**src/rtl/axi_pkt_pkg.sv**
```systemverilog
// ============================================================================
// Module : axi_pkt_pkg
// Brief  : Shared framing constants and depacketizer state type.
// Rev    : 1.0  initial release
// ============================================================================
`default_nettype none

package axi_pkt_pkg;

    localparam int c_PKT_LEN = 256;
    localparam int c_CNT_W   = 32;

    typedef enum logic [1:0] {
        IDLE   = 2'd0,
        IN_PKT = 2'd1,
        RESYNC = 2'd2
    } depkt_state_e;

endpackage

`default_nettype wire

```
**src/rtl/axi_if.sv**
```systemverilog
// ============================================================================
// Module : axi_if
// Brief  : AXI-Stream bundle with slave and master modports.
// Rev    : 1.0  initial release
// ============================================================================
`default_nettype none

interface axi_if #(
    parameter int DATA_W = 32,
    parameter int USER_W = 8
) ();
    logic              tvalid;
    logic              tready;
    logic              tlast;
    logic [DATA_W-1:0] tdata;
    logic [USER_W-1:0] tuser;

    modport slave  (input  tvalid, tdata, tuser, tlast, output tready);
    modport master (output tvalid, tdata, tuser, tlast, input  tready);
endinterface

`default_nettype wire

```
**src/rtl/axi_skid_buf.sv**
```systemverilog
// ============================================================================
// Module : axi_skid_buf
// Brief  : Two-entry register slice; input ready is registered so it never
//          depends combinationally on the downstream ready.
// Rev    : 1.0  initial release
// ============================================================================
`default_nettype none

module axi_skid_buf #(
    parameter int WIDTH = 40
) (
    input  logic             clk,
    input  logic             rst,
    input  logic             i_in_valid,
    input  logic [WIDTH-1:0] i_in_data,
    output logic             o_in_ready,
    output logic             o_out_valid,
    output logic [WIDTH-1:0] o_out_data,
    input  logic             i_out_ready
);

    logic             r_ready;
    logic             r_out_valid;
    logic             r_skid_valid;
    logic [WIDTH-1:0] r_out_data;
    logic [WIDTH-1:0] r_skid_data;
    logic             w_in_fire;
    logic             w_out_free;
    logic             w_skid_next;

    assign w_in_fire   = i_in_valid && r_ready;
    assign w_out_free  = !r_out_valid || i_out_ready;
    // The skid entry only holds a beat while the output register is blocked.
    assign w_skid_next = !w_out_free && (r_skid_valid || w_in_fire);

    always_ff @(posedge clk) begin
        if (rst) begin
            r_ready      <= 1'b0;
            r_out_valid  <= 1'b0;
            r_skid_valid <= 1'b0;
            r_out_data   <= '0;
            r_skid_data  <= '0;
        end else begin
            r_ready      <= !w_skid_next;
            r_skid_valid <= w_skid_next;
            if (w_out_free) begin
                if (r_skid_valid) begin
                    r_out_valid <= 1'b1;
                    r_out_data  <= r_skid_data;
                end else if (w_in_fire) begin
                    r_out_valid <= 1'b1;
                    r_out_data  <= i_in_data;
                end else begin
                    r_out_valid <= 1'b0;
                end
            end else if (w_in_fire) begin
                r_skid_data <= i_in_data;
            end
        end
    end

    assign o_in_ready  = r_ready;
    assign o_out_valid = r_out_valid;
    assign o_out_data  = r_out_data;

endmodule

`default_nettype wire

```
**src/rtl/axi_depacketizer.sv**
```systemverilog
// ============================================================================
// Module : axi_depacketizer
// Brief  : Checks fixed-length AXI-Stream framing, strips tlast and re-emits a
//          continuous beat stream. Optional tuser check: DEPKT_TUSER_CHECK_EN.
// Rev    : 1.0  initial release
// ============================================================================
`default_nettype none

module axi_depacketizer
    import axi_pkt_pkg::*;
#(
    parameter int DATA_W  = 32,
    parameter int USER_W  = 8,
    parameter int PKT_LEN = c_PKT_LEN,
    parameter int CNT_W   = c_CNT_W
) (
    input  logic             clk,
    input  logic             rst,
    axi_if.slave             s_axi_if,
    axi_if.master            m_axi_if,
    output logic [CNT_W-1:0] pkt_count,
    output logic [CNT_W-1:0] err_count,
    output logic             err_short,
    output logic             err_long,
`ifdef DEPKT_TUSER_CHECK_EN
    output logic             err_user,
`endif
    output logic             resyncing
);

    localparam int                  c_BEAT_W   = $clog2(PKT_LEN);
    localparam logic [c_BEAT_W-1:0] c_LAST_IDX = c_BEAT_W'(PKT_LEN - 1);

    depkt_state_e               r_state;
    logic [c_BEAT_W-1:0]        r_beat_cnt;
    logic [CNT_W-1:0]           r_pkt_count;
    logic [CNT_W-1:0]           r_err_count;
    logic                       r_err_short;
    logic                       r_err_long;
    logic                       r_resyncing;
    logic                       w_skid_ready;
    logic                       w_s_ready;
    logic                       w_acc;
    logic                       w_fwd_valid;
    logic                       w_at_last;
    logic                       w_good;
    logic                       w_short;
    logic                       w_long;
    logic                       w_user;
    logic [1:0]                 w_err_inc;
    logic [CNT_W:0]             w_err_sum;
    logic [CNT_W-1:0]           w_err_next;
    logic [CNT_W-1:0]           w_pkt_next;
    logic                       w_m_valid;
    logic [DATA_W+USER_W-1:0]   w_m_data;

    // RESYNC drains the input regardless of downstream back-pressure.
    assign w_s_ready   = (r_state == RESYNC) || w_skid_ready;
    assign w_acc       = s_axi_if.tvalid && w_s_ready;
    assign w_fwd_valid = s_axi_if.tvalid && (r_state != RESYNC);
    assign w_at_last   = (r_beat_cnt == c_LAST_IDX);

    always_comb begin
        w_good  = 1'b0;
        w_short = 1'b0;
        w_long  = 1'b0;
        if (w_acc) begin
            case (r_state)
                IDLE:    w_short = s_axi_if.tlast;
                IN_PKT: begin
                    w_good  = s_axi_if.tlast && w_at_last;
                    w_short = s_axi_if.tlast && !w_at_last;
                    w_long  = !s_axi_if.tlast && w_at_last;
                end
                default: w_good = 1'b0;
            endcase
        end
    end

`ifdef DEPKT_TUSER_CHECK_EN
    logic [USER_W-1:0] r_user0;
    logic              r_err_user;

    assign w_user   = w_acc && (r_state == IN_PKT) && (s_axi_if.tuser != r_user0);
    assign err_user = r_err_user;

    always_ff @(posedge clk) begin
        if (rst) begin
            r_user0    <= '0;
            r_err_user <= 1'b0;
        end else begin
            r_err_user <= w_user;
            if (w_acc && (r_state == IDLE)) begin
                r_user0 <= s_axi_if.tuser;
            end
        end
    end
`else
    assign w_user = 1'b0;
`endif

    // A framing and a tuser error on one beat both count; carry-out saturates.
    assign w_err_inc  = {1'b0, w_short | w_long} + {1'b0, w_user};
    assign w_err_sum  = {1'b0, r_err_count} + {{(CNT_W-1){1'b0}}, w_err_inc};
    assign w_err_next = w_err_sum[CNT_W] ? '1 : w_err_sum[CNT_W-1:0];
    assign w_pkt_next = (w_good && (r_pkt_count != '1)) ? r_pkt_count + CNT_W'(1) : r_pkt_count;

    always_ff @(posedge clk) begin
        if (rst) begin
            r_state     <= IDLE;
            r_beat_cnt  <= '0;
            r_pkt_count <= '0;
            r_err_count <= '0;
            r_err_short <= 1'b0;
            r_err_long  <= 1'b0;
            r_resyncing <= 1'b0;
        end else begin
            r_err_short <= w_short;
            r_err_long  <= w_long;
            r_pkt_count <= w_pkt_next;
            r_err_count <= w_err_next;
            if (w_acc) begin
                case (r_state)
                    IDLE: begin
                        if (s_axi_if.tlast) begin
                            r_beat_cnt <= '0;
                        end else begin
                            r_beat_cnt <= c_BEAT_W'(1);
                            r_state    <= IN_PKT;
                        end
                    end
                    IN_PKT: begin
                        if (s_axi_if.tlast) begin
                            r_state    <= IDLE;
                            r_beat_cnt <= '0;
                        end else if (w_at_last) begin
                            r_state     <= RESYNC;
                            r_resyncing <= 1'b1;
                        end else begin
                            r_beat_cnt <= r_beat_cnt + c_BEAT_W'(1);
                        end
                    end
                    RESYNC: begin
                        if (s_axi_if.tlast) begin
                            r_state     <= IDLE;
                            r_beat_cnt  <= '0;
                            r_resyncing <= 1'b0;
                        end
                    end
                    default: begin
                        r_state     <= IDLE;
                        r_beat_cnt  <= '0;
                        r_resyncing <= 1'b0;
                    end
                endcase
            end
        end
    end

    axi_skid_buf #(
        .WIDTH (DATA_W + USER_W)
    ) u_skid (
        .clk         (clk),
        .rst         (rst),
        .i_in_valid  (w_fwd_valid),
        .i_in_data   ({s_axi_if.tdata, s_axi_if.tuser}),
        .o_in_ready  (w_skid_ready),
        .o_out_valid (w_m_valid),
        .o_out_data  (w_m_data),
        .i_out_ready (m_axi_if.tready)
    );

    assign s_axi_if.tready = w_s_ready;
    assign m_axi_if.tvalid = w_m_valid;
    assign m_axi_if.tdata  = w_m_data[DATA_W+USER_W-1:USER_W];
    assign m_axi_if.tuser  = w_m_data[USER_W-1:0];
    assign m_axi_if.tlast  = 1'b0;

    assign pkt_count = r_pkt_count;
    assign err_count = r_err_count;
    assign err_short = r_err_short;
    assign err_long  = r_err_long;
    assign resyncing = r_resyncing;

endmodule

`default_nettype wire

```
**src/flat_wrapper.sv**
```systemverilog
// flat-port wrapper written by rule: the top's interface ports become plain ports
module axi_depacketizer_flat import axi_pkt_pkg::*;
#(
    parameter int DATA_W  = 32,
    parameter int USER_W  = 8,
    parameter int PKT_LEN = c_PKT_LEN,
    parameter int CNT_W   = c_CNT_W
)
  (clk, rst, pkt_count, err_count, err_short, err_long, resyncing, s_axi_if_tvalid, s_axi_if_tdata, s_axi_if_tuser, s_axi_if_tlast, s_axi_if_tready, m_axi_if_tvalid, m_axi_if_tdata, m_axi_if_tuser, m_axi_if_tlast, m_axi_if_tready);
  axi_if #(.DATA_W(DATA_W), .USER_W(USER_W)) s_axi_if_i ();
  axi_if #(.DATA_W(DATA_W), .USER_W(USER_W)) m_axi_if_i ();
  input  logic clk;
  input  logic rst;
  output logic [CNT_W-1:0] pkt_count;
  output logic [CNT_W-1:0] err_count;
  output logic err_short;
  output logic err_long;
  output logic resyncing;
  input wire logic [$bits(s_axi_if_i.tvalid)-1:0] s_axi_if_tvalid;
  input wire logic [$bits(s_axi_if_i.tdata)-1:0] s_axi_if_tdata;
  input wire logic [$bits(s_axi_if_i.tuser)-1:0] s_axi_if_tuser;
  input wire logic [$bits(s_axi_if_i.tlast)-1:0] s_axi_if_tlast;
  output wire logic [$bits(s_axi_if_i.tready)-1:0] s_axi_if_tready;
  output wire logic [$bits(m_axi_if_i.tvalid)-1:0] m_axi_if_tvalid;
  output wire logic [$bits(m_axi_if_i.tdata)-1:0] m_axi_if_tdata;
  output wire logic [$bits(m_axi_if_i.tuser)-1:0] m_axi_if_tuser;
  output wire logic [$bits(m_axi_if_i.tlast)-1:0] m_axi_if_tlast;
  input wire logic [$bits(m_axi_if_i.tready)-1:0] m_axi_if_tready;
  assign s_axi_if_i.tvalid = s_axi_if_tvalid;
  assign s_axi_if_i.tdata = s_axi_if_tdata;
  assign s_axi_if_i.tuser = s_axi_if_tuser;
  assign s_axi_if_i.tlast = s_axi_if_tlast;
  assign s_axi_if_tready = s_axi_if_i.tready;
  assign m_axi_if_tvalid = m_axi_if_i.tvalid;
  assign m_axi_if_tdata = m_axi_if_i.tdata;
  assign m_axi_if_tuser = m_axi_if_i.tuser;
  assign m_axi_if_tlast = m_axi_if_i.tlast;
  assign m_axi_if_i.tready = m_axi_if_tready;
  axi_depacketizer #(.DATA_W(DATA_W), .USER_W(USER_W), .PKT_LEN(PKT_LEN), .CNT_W(CNT_W)) u_core (.clk(clk), .rst(rst), .s_axi_if(s_axi_if_i), .m_axi_if(m_axi_if_i), .pkt_count(pkt_count), .err_count(err_count), .err_short(err_short), .err_long(err_long), .resyncing(resyncing));
endmodule
```
**config.mk**
```make
export PLATFORM = sky130hd
export DESIGN_NAME = axi_depacketizer_flat
export DESIGN_NICKNAME = d
export VERILOG_FILES = /design/src/rtl/axi_pkt_pkg.sv /design/src/rtl/axi_if.sv /design/src/rtl/axi_skid_buf.sv /design/src/rtl/axi_depacketizer.sv /design/src/flat_wrapper.sv
export SDC_FILE = /design/constraint.sdc
export NUM_CORES = 1
export LEC_CHECK = 0
export ABC_CLOCK_PERIOD_IN_PS = 5890
export BUFFER_PORTS_ARGS = -buffer_cell sky130_fd_sc_hd__buf_2
export CORE_MARGIN = 2
export CORE_UTILIZATION = 40
export DETAILED_ROUTE_END_ITERATION = 6
export GPL_ROUTABILITY_DRIVEN = 0
export PLACE_DENSITY = 0.7
export SLEW_MARGIN = 30
export SYNTH_ARGS = -nofsm -noshare
export SYNTH_HDL_FRONTEND = slang
export SYNTH_SLANG_ARGS = --single-unit
```
**constraint.sdc**
```tcl
create_clock -name clk -period 5.89 [get_ports clk]
set_input_delay 0.8835 -clock clk [delete_from_list [all_inputs] [get_ports clk]]
set_output_delay 0.8835 -clock clk [all_outputs]
set_load 0.02 [all_outputs]
```
* Word-level counts from Yosys, hierarchy flattened
Cells that the tools add are included.
** Word-level totals
- Output and inout bits :: 110
- Memory bits (writable) :: 0
- Bits in read-only memories :: 0
- Bits in latches :: 0
- Bits of input ports :: 45
- Register bits after elaboration :: 160
- Memories kept :: 0
** Operators by class
- Reductions and logical operators :: 23
- Muxes and demuxes :: 25
- Multipliers :: 0
- Divide/modulo/power cells :: 0
- Equal/unequal tests :: 11
- Bitwise logic cells :: 3
- $add $sub $neg :: 3
- Shift operators :: 0
- $lt $le $gt $ge :: 0
** Operators with widths (count)
- $mux W40 :: 2
- $add A32 B1 Y33 :: 1
- $add A32 B1 Y32 const B :: 1
- $mux W32 :: 1
- $ne A32 B32 Y1 const B :: 1
- $mux W8 :: 3
- $pmux W8 S3 :: 1
- $mux W1 :: 11
- $add A8 B1 Y8 const B :: 1
- $eq A8 B8 Y1 const B :: 1
- $logic_and A1 B1 Y1 :: 8
- $mux W2 :: 4
- $ne A2 B2 Y1 const B :: 4
- $pmux W2 S3 :: 1
- $logic_not A1 Y1 :: 5
- $reduce_and A5 Y1 :: 1
- $reduce_and A2 Y1 :: 2
- $reduce_and A4 Y1 :: 1
- $logic_or A1 B1 Y1 :: 3
- $ne A3 B2 Y1 const B :: 1
- $ne A3 B3 Y1 const B :: 1
- $pmux W1 S3 :: 1
- $reduce_and A3 Y1 :: 1
- $eq A2 B1 Y1 const B :: 1
- 7 further kinds :: 8

* Logic depth before layout (Yosys ltp)
Gate-level depths: netlist of the first run.
- Depth after elaboration :: 8
- Depth in mapped cells :: 13

* Cells and area by module
From an unflattened synthesis of the first run, not the netlist that was laid out.
** Unflattened totals
- Cells, all modules :: 815
- Area, all modules :: 7324.5 um^2
** Modules (own cells, without submodules)
- axi_depacketizer :: cells each 445, area an instance 3749.8 um^2, times used 1
- axi_skid_buf :: cells each 370, area an instance 3574.7 um^2, times used 1

* Worst setup path before layout of the first run
OpenSTA, ideal clock, no wires.
- Path type :: register -> register
- From :: reg u_core.r_beat_cnt[0]
- To :: reg u_core.r_err_count[27], in the netlist u_core.err_count[27]
- Library setup time :: 0.135 ns
- Setup slack :: 2.644 ns
- Path buffers :: 1
- Arrival time :: 3.112 ns
- Required time :: 5.755 ns
- Cell stages (with the launch flop) :: 14
- Cell sequence :: dfxtp_1 -> ha_1 -> nand4_2 -> nor2_1 -> nand2_1 -> xnor2_1 -> nor3_1 -> ha_1 -> nand3_1 -> or4_1 -> nor4_1 -> buf_2 -> nor3b_1 -> a211oi_1
** Between the ends
- Word-level cells in the longest chain between the ends :: 8
- Elaborated cells on any way between the ends :: 11
** Ends and longest elaborated chain
- start, declared :: line axi_depacketizer.sv:35 : logic [c_BEAT_W-1:0] r_beat_cnt;
- start signal, assigned :: line axi_depacketizer.sv:128 : r_beat_cnt <= c_BEAT_W'(1);
- start signal, assigned :: line axi_depacketizer.sv:140 : r_beat_cnt <= r_beat_cnt + c_BEAT_W'(1);
- $eq A8 B8 Y1 * :: line axi_depacketizer.sv:61 : assign w_at_last = (r_beat_cnt == c_LAST_IDX);
- $logic_not A1 Y1 :: line axi_depacketizer.sv:72 : w_short = s_axi_if.tlast && !w_at_last;
- $logic_and A1 B1 Y1 :: line axi_depacketizer.sv:72
- $pmux W1 S2 :: line axi_depacketizer.sv:68 : case (r_state)
- $mux W1 :: line axi_depacketizer.sv:67 : if (w_acc) begin
- $or A1 B1 Y1 * :: line axi_depacketizer.sv:103 : assign w_err_inc = {1'b0, w_short | w_long} + {1'b0, w_user};
- $add A32 B1 Y33 * :: line axi_depacketizer.sv:104 : assign w_err_sum = {1'b0, r_err_count} + {{(CNT_W-1){1'b0}}, w_err_inc};
- $mux W32 * :: line axi_depacketizer.sv:105 : assign w_err_next = w_err_sum[CNT_W] ? '1 : w_err_sum[CNT_W-1:0];
- end signal, assigned :: line axi_depacketizer.sv:121 : r_err_count <= w_err_next;
- end, declared :: line axi_depacketizer.sv:37 : logic [CNT_W-1:0] r_err_count;
Mark *: on every way between the ends. The rest lies on a longest branch, timed or not.
A chain may end at the register's enable or synchronous reset.

* Worst setup path in the final report of the first run
- From :: reg u_core.r_beat_cnt[0]
- To :: reg u_core.r_err_count[10], in the netlist u_core.err_count[10]
The elaborated chain is that of the path after synthesis.

==> run summary, run 1 <==
For this run, the top clock speed supported by timing is 235 MHz. The count of max-cap constraint violations came out at 0. The worst-case IR drop observed on VDD is 192 uV. For this design the static power due to leakage is 3.13 nW. The count of unique library cells instantiated by Yosys was 49. TritonCTS built the clock tree. At the worst endpoint, the arrival time is 4600 ps. After clock tree synthesis, the setup repair step added 0 buffers.

During I/O placement, the number of pins put on the boundary was 155. The floorplan step defined a die boundary enclosing 0.0183 sq mm. The register area was 0.00320 sq mm. The final hold violation count came out at 0. For this design the ratio of total power to cell area is 281 mW/mm^2. Global routing used 17.8% of the available tracks across all layers.

From synthesis to final layout, the design area changed by 21.8%. The first TritonRoute pass finished after 4 iterations. The worst hold path belongs to the class reg -> reg. STA classifies the critical path startpoint as a register. Entering global routing, the biggest net connects 103 pins.

For the overall power of the completed layout, the log shows 2.36 mW. A synthesized cell averages 8.65 sq um. Counting flops with a built-in enable in the synthesized netlist gives 0. The first-pass GRT wire length is 26.4 mm.

For the synthesized instance count, the log shows 798. Buffer depth of the longest clock path: 2. The logs give 9.96 ps for the worst-case clock skew and 1697 for the number of filler cells placed in the layout.

The routed layout has 6080 vias. For the worst setup path, the data required time is 6230 ps. The largest individual stage delay along the critical path comes from the cell sky130_fd_sc_hd__or4_1. In this design, the stage delay of the slowest critical-path cell is 600 ps. CTS saw 160 sinks. The setup path with the least slack is of type reg -> reg. For the number of antenna violations at the first check in global routing, the log shows 0. The per-cell routed wire length was 14.4 um; the final number of max-transition violations was 0. The repair_antennas step left the layout with diodes totalling 0. The logs give 5343 for the number of global-route vias before repair and 10.8 mm for the final HPWL from detailed placement. Clock-pin slew was measured on the worst setup and hold paths at 60 ps. The combined buffer and inverter count along the critical path was 1. In the routed layout, each cell is associated on average with a via count of 5.23. The initialized floorplan defines 48 standard-cell rows. Dividing the final minimum period by the clock period gives 72.4%. Setup repair after global routing left no endpoint under its margin. The residual antenna-violating net count after detailed routing is 0, and the post-detailed-route DRC marker count is 0. The H-tree was split into 4 levels.

The library cell used most frequently in the layout, excluding fill and tap cells, is sky130_fd_sc_hd__dfxtp_1. The critical path goes through ha_1 -> nand4_2 -> nor2_1 -> nand2_1 -> xnor2_1 -> nor3_1 -> ha_1 -> nand3_1 -> or4_1 -> nor4_1 -> buf_4 -> nand2_1 -> a21oi_1. For the aggregate global routing overflow, the log shows 0. The cell area that synthesis handed to floorplanning was 0.00690 sq mm.

After routing, the total negative slack on setup checks comes to 0 ps. The floorplan step set the die width to 135 um. The register bit count reported by yosys was 160. The worst pin sits at a relative slew slack of 39.6%. Element type at the critical path end: a register. The floorplan die height came out at 135 um. The number of failing setup endpoints in the final timing report was 0. The initial core utilization came out at 40.5%. The tools report the register-to-register path setup slack as 1630 ps. The floorplan step defined a core boundary enclosing 0.0171 sq mm.

Minimum clock period: 4260 ps. Buffers inserted during clock tree synthesis total 17. For the pin with the worst max-slew slack, the measured transition is 898 ps.

For this block, the routed nets add up to 16.7 mm of wire. The run finished with clean final reports. The top cell types in the final layout, fill and taps aside, are 159 x sky130_fd_sc_hd__dfxtp_1, 152 x sky130_fd_sc_hd__buf_2, 110 x sky130_fd_sc_hd__nand2_1. The family of cells with the greatest summed delay on the critical path is simple AND/OR/NAND/NOR gates.

The run gives 0.00348 sq mm as the multi-input combinational cell area. The fraction of layout cells with a size suffix above 1 was 21.6%; the final net count was 974. In this run, post-CTS hold repair placed 0 buffers. The post-cts sizing count was 0. The root buffer cell is sky130_fd_sc_hd__clkbuf_16.

Of all nets on the critical path, the largest fanout is 24. For this run, the leading register cell type out of synthesis is sky130_fd_sc_hd__dfxtp_1. The proportion of synthesized chip area in sequential cells was 46.4%; the total of buffers placed on input and output ports was 153.

After the first detailed-routing iteration, the DRC count stood at 305. For this run, asynchronously set or reset flops after synthesis account for 0%. During synthesis, Yosys emitted a total of 0 warnings. Counting every net in the synthesized netlist gives 847. The later pin in the worst-skew pair is clocked with a latency of 420 ps.
[routing by layer]
metal | track usage (%) | part of all wire, %
met1 | 23.2 | 46
met2 | 29.3 | 49
met3 | 3.33 | 3.4
met4 | 7.12 | 1.6
met5 | 0 | 0
[registers in the layout (all words and copies together), names as in the netlist]
name,count
u_core.u_skid.o_in_ready,1
u_core.r_beat_cnt,8
u_core.resyncing,1
u_core.pkt_count,32
u_core.err_long,1
u_core.u_skid.r_skid_valid,1
u_core.u_skid.r_skid_data,40
u_core.u_skid.o_out_valid,1
u_core.r_state,2
u_core.u_skid.o_out_data,40
u_core.err_count,32
u_core.err_short,1
[final cells by class]
type | count | share of cell area [%]
multi-input cells | 578 | 41.4
inverters | 7 | 0.313
well taps | 225 | 3.35
clock buffers | 23 | 5.69
clock inverters | 9 | 1.28
repair buffers | 161 | 9.90
flip-flops and latches | 160 | 38.1
[kinds of logic (layout without fill, tap and decap cells)]
logic type,count (synthesis),after routing,synth area share [%]
AO/OA/AOI/OAI,177,177,15.8
XOR/XNOR,42,42,5.33
adder cells (fa/ha/maj),4,4,0.725
buffers and inverters,60,200,3.48
flip-flops,160,160,46.4
multiplexers,44,44,6.40
other,1,1,0.0543
AND/OR/NAND/NOR,310,310,21.8
[worst paths after layout]
check,start,endpoint,cells after the start
setup / recovery,u_core.r_beat_cnt[0]$_SDFFE_PP0P_,u_core.err_count[10]$_SDFF_PP0_,13
hold / removal,u_core.u_skid.r_skid_data[34]$_SDFFE_PP0P_,u_core.u_skid.r_skid_data[34]$_SDFFE_PP0P_,2
setup reg to reg,u_core.r_beat_cnt[0]$_SDFFE_PP0P_,u_core.err_count[10]$_SDFF_PP0_,13
hold reg to reg,u_core.u_skid.r_skid_data[34]$_SDFFE_PP0P_,u_core.u_skid.r_skid_data[34]$_SDFFE_PP0P_,2
[stage by stage]
step	hold slack, ps	utilization [%]	instance area (sq um)	instances	setup slack, ps
final	452	49.3	8410	1163	1630
after global routing	468	49.3	8410	1163	1110
after CTS	454	49.2	8400	1163	1590
after detailed placement	446	45.8	7810	1131	1630
after global placement	441	45.8	7810	1131	1870
after floorplan	436	-	6900	798	2640
[tightest hold or removal path, stage by stage, from the launching register on]
cell and delay [ps]:
sky130_fd_sc_hd__dfxtp_1 310, sky130_fd_sc_hd__nand2_1 50, sky130_fd_sc_hd__a21oi_1 50
[report_power, final]
part | leakage, nW | total (mW) | internal, mW | switching [mW]
Clock | 0.283 | 1.09 | 0.657 | 0.430
Sequential | 1.30 | 1.12 | 1.11 | 0.0129
Combinational | 1.55 | 0.153 | 0.0538 | 0.0996
Total | 3.13 | 2.36 | 1.82 | 0.543
[Yosys cell counts, types with 11 or more instances]
| cell | count | area share [%] |
|---|---|---|
| sky130_fd_sc_hd__dfxtp_1 | 160 | 46 |
| sky130_fd_sc_hd__nand2_1 | 110 | 6.0 |
| sky130_fd_sc_hd__a21oi_1 | 88 | 6.4 |
| sky130_fd_sc_hd__nor2_1 | 81 | 4.4 |
| sky130_fd_sc_hd__a211oi_1 | 55 | 6.0 |
| sky130_fd_sc_hd__clkbuf_1 | 46 | 2.5 |
| sky130_fd_sc_hd__mux2i_1 | 43 | 6.2 |
| sky130_fd_sc_hd__xnor2_1 | 26 | 3.3 |
| sky130_fd_sc_hd__nand3_1 | 22 | 1.6 |
| sky130_fd_sc_hd__nand4_1 | 20 | 1.8 |
| sky130_fd_sc_hd__xor2_1 | 16 | 2.0 |
| sky130_fd_sc_hd__o21ai_0 | 11 | 0.80 |
| sky130_fd_sc_hd__or3_1 | 11 | 1.0 |
Power figures use the tool's default switching activity.
==> run 2: changes to the inputs <==
- ABC_CLOCK_PERIOD_IN_PS: 5890 -> 3900
- PLACE_DENSITY: 0.7 -> 0.72
- clock period: 5.89 -> 3.9 ns (I/O delays scaled with it)
==> run 2 against run 1 <==
Via count rose by 0.49%. Die area did not move. Utilization rose by 0.40 points. Routed wire length rose by 0.48%. Setup slack got worse by 1200 ps. Sequential power rose by 51%. Total power rose by 53%. Largest cell class unchanged. Register-to-register slack got worse by 1200 ps. Clock skew fell by 1.5 ps. Critical endpoint is now u_core.err_count[6]$_SDFF_PP0_. Sequential share of layout area fell by 0.31 points. Highest routed layer unchanged. Non-clock buffer count rose by 5.
==> run summary, run 2 (synthesis gave the netlist of run 1 again) <==
Registers are responsible for 46.7% of the overall power. The tree is rooted in a sky130_fd_sc_hd__clkbuf_16. The actual transition at the worst max-transition pin was 790 ps; the filler-free cell count of the finished design was 1170. The post-detailed-route DRC marker count came out at 0. Cells with a size suffix above 1 make up 22.4% of the layout. The setup TNS after final layout came out at 0 ps. The clock period could shrink to 3480 ps. The number of cells on the worst reg-to-reg path is 14. The tools report the share of power burned in the clock network as 46.8%.

The first global-routing pass estimated 27.1 mm of wire. The cell count after placement was 1136; the number of top-level pins was 155. Before CTS, the worst setup slack after placement is 260 ps.

The logs give 0.00786 sq mm for the post-detailed-placement cell area and 0.00847 sq mm for the total non-filler cell area in the finished layout. The tightest hold path in the finished design has a slack of 411 ps. In the final routed layout, each cell accounts on average for 14.3 um. The worst ir drop on vdd is 283 uV. The number of clock sinks was 160. The reported net switching power came out at 0.844 mW. Number of rows in the core area: 48. The flow ran to the end, and the final reports show no timing, DRC or antenna violations. Cell internal power was estimated by the tool at 2.78 mW. The tools report the data arrival time of the worst path as 3820 ps. The clock input transition at the sequential cells of the worst setup and hold paths is 60 ps. Hold repair after CTS inserted 0 buffers.

The via count is 6110. At the worst endpoint, the required time is 4240 ps. Measured along the x axis, the die boundary spans 135 um. The die is 135 um tall. Entering global routing, the biggest net connects 81 pins. At the end of the flow, the number of nets in the layout was 979. Net switching is 23.3% of the power. The clock arrives with 8.49 ps of skew. Before antenna repair, the detailed router went through 5 iterations. Fill cells in the final layout number 1647. The leakage power summed over all cells came out at 3.17 nW.

The tools report the final number of max-transition violations as 0. The tightest min-delay check is of the in -> reg type. TritonCTS built the clock tree.

The number of gates resized after CTS was 0. The worst setup path is launched from a register. The tools report the fmax as 287 MHz.

Along the worst hold path, the cell count comes to 3. The worst-path maximum fanout came out at 24. Type of the setup path with the least slack: reg -> reg.

Compared with the post-synthesis result, the final layout area differs by 22.8%. The start point of the worst min-delay path was s_axi_if_tdata[17]. The total power divided by cell area works out to 427 mW/mm^2. The path with the worst hold slack has its endpoint at u_core.u_skid.r_skid_data[25]$_SDFFE_PP0P_. The worst register-to-register path ends at u_core.err_count[6]$_SDFF_PP0_.

Setup repair after global routing left no endpoint under its margin. Measured against its own limit, the worst slew margin works out to 47.4%. The latest clock arrival within the worst-skew pair was 420 ps; the global-route total usage across every layer was 18.2%. CTS built an H-tree with a depth of 4. For this configuration, the core starts out at a cell density of 40.5%. Leaving out fill and tap cells, the most frequent cells in the layout are 159 x sky130_fd_sc_hd__dfxtp_1, 152 x sky130_fd_sc_hd__buf_2, 110 x sky130_fd_sc_hd__nand2_1.

Leaving out fill and tap cells, the most frequent cell in the layout is sky130_fd_sc_hd__dfxtp_1. The sequential cells in the finished layout cover a total of 0.00320 sq mm. The startpoint identified for the worst register-to-register timing path is u_core.r_beat_cnt[0]$_SDFFE_PP0P_.

The number of setup buffers added after CTS is 0. The overall power of the completed layout was 3.62 mW; the number of antenna violations at the first check in global routing was 2. Of the total power, combinational logic draws 6.5%.

The start point of the critical path is u_core.r_beat_cnt[0]$_SDFFE_PP0P_. Setup slack on the worst reg-to-reg path comes out at 420 ps. The logs give 5411 for the number of global-route vias before repair and 11.2 mm for the final HPWL from detailed placement. The run gives 16.8 mm as the final wirelength. In this run the remaining antenna-violating nets after routing total 0. During placement, the flow inserted port buffers numbering 153. The die covers 0.0183 sq mm.

The number of clock buffers inserted by TritonCTS is 17, and the final hold violation count is 0. The aggregate global routing overflow is 0. At the end of the flow the core is filled with cells to 49.7%.

The region available for standard cell placement spans 0.0171 sq mm. The logs give 0 for the number of failing setup endpoints in the final timing report and 0 for the count of max-cap constraint violations. The multi-input combinational cell area is 0.00347 sq mm, and the buffer depth of the longest clock path is 2.

In the post-route analysis, the smallest setup slack over all paths is 419 ps. The number of DRC markers in iteration 0 was 342; the final period utilization was 89.3%. Dividing the detail-routed via count by the number of cells gives 5.22.

The worst setup path is captured at a register.
## run 2: cell types whose count changed in the layout (fill, tap and decap cells not counted), sizes merged
cell and delta:
diode +2, inv +1, buf +5, bufinv +1, clkinv +3, clkbuf -5
## run 2: routing by layer
metal | global-route usage (%) | routed length [um]
met5 | 0 | 0
met4 | 7.58 | 441
met3 | 4.19 | 744
met2 | 28.7 | 7930
met1 | 24.2 | 7670
## run 2: worst max path at each step
stage                     cells after the start                               to  slack (ps)
after global routing                         14  u_core.err_count[11]$_SDFF_PP0_          90
after detailed placement                     14  u_core.err_count[16]$_SDFF_PP0_         260
after floorplan                              13  u_core.err_count[27]$_SDFF_PP0_         650
after global placement                       13  u_core.err_count[27]$_SDFF_PP0_         360
after CTS                                    14   u_core.err_count[5]$_SDFF_PP0_         230
final                                        14   u_core.err_count[6]$_SDFF_PP0_         420
## run 2: layout make-up
type                       instances  share of cell area (%)
inverter                           7                   0.310
multi-input combinational        578                    41.0
sequential                       160                    37.8
antenna                            2                  0.0591
timing repair buffer             166                    10.4
clock buffer                      18                    5.18
clock inverter                    14                    1.95
tap                              225                    3.32
## run 2: critical path: stages, from the launching register on
cell                      delay, ps
sky130_fd_sc_hd__dfxtp_1        390
sky130_fd_sc_hd__ha_1           220
sky130_fd_sc_hd__nand4_2        180
sky130_fd_sc_hd__nor2_1         250
sky130_fd_sc_hd__nand2_1        150
sky130_fd_sc_hd__xnor2_1        160
sky130_fd_sc_hd__nor3_2         240
sky130_fd_sc_hd__ha_1           240
sky130_fd_sc_hd__nand3_1         90
sky130_fd_sc_hd__or4_1          530
sky130_fd_sc_hd__nor4_1         290
sky130_fd_sc_hd__buf_4          210
sky130_fd_sc_hd__nand2_1         60
sky130_fd_sc_hd__buf_4          220
sky130_fd_sc_hd__a21oi_1        160
## run 2: power groups by stage
| stage | Combinational, mW | Sequential [mW] | Clock (mW) |
|---|---|---|---|
| after floorplan | 0.109 | 1.77 | 0 |
| after global placement | 0.234 | 1.73 | 0 |
| after detailed placement | 0.237 | 1.73 | 0 |
| after CTS | 0.238 | 1.69 | 1.73 |
| after global routing | 0.261 | 1.70 | 1.81 |
| final | 0.236 | 1.69 | 1.69 |
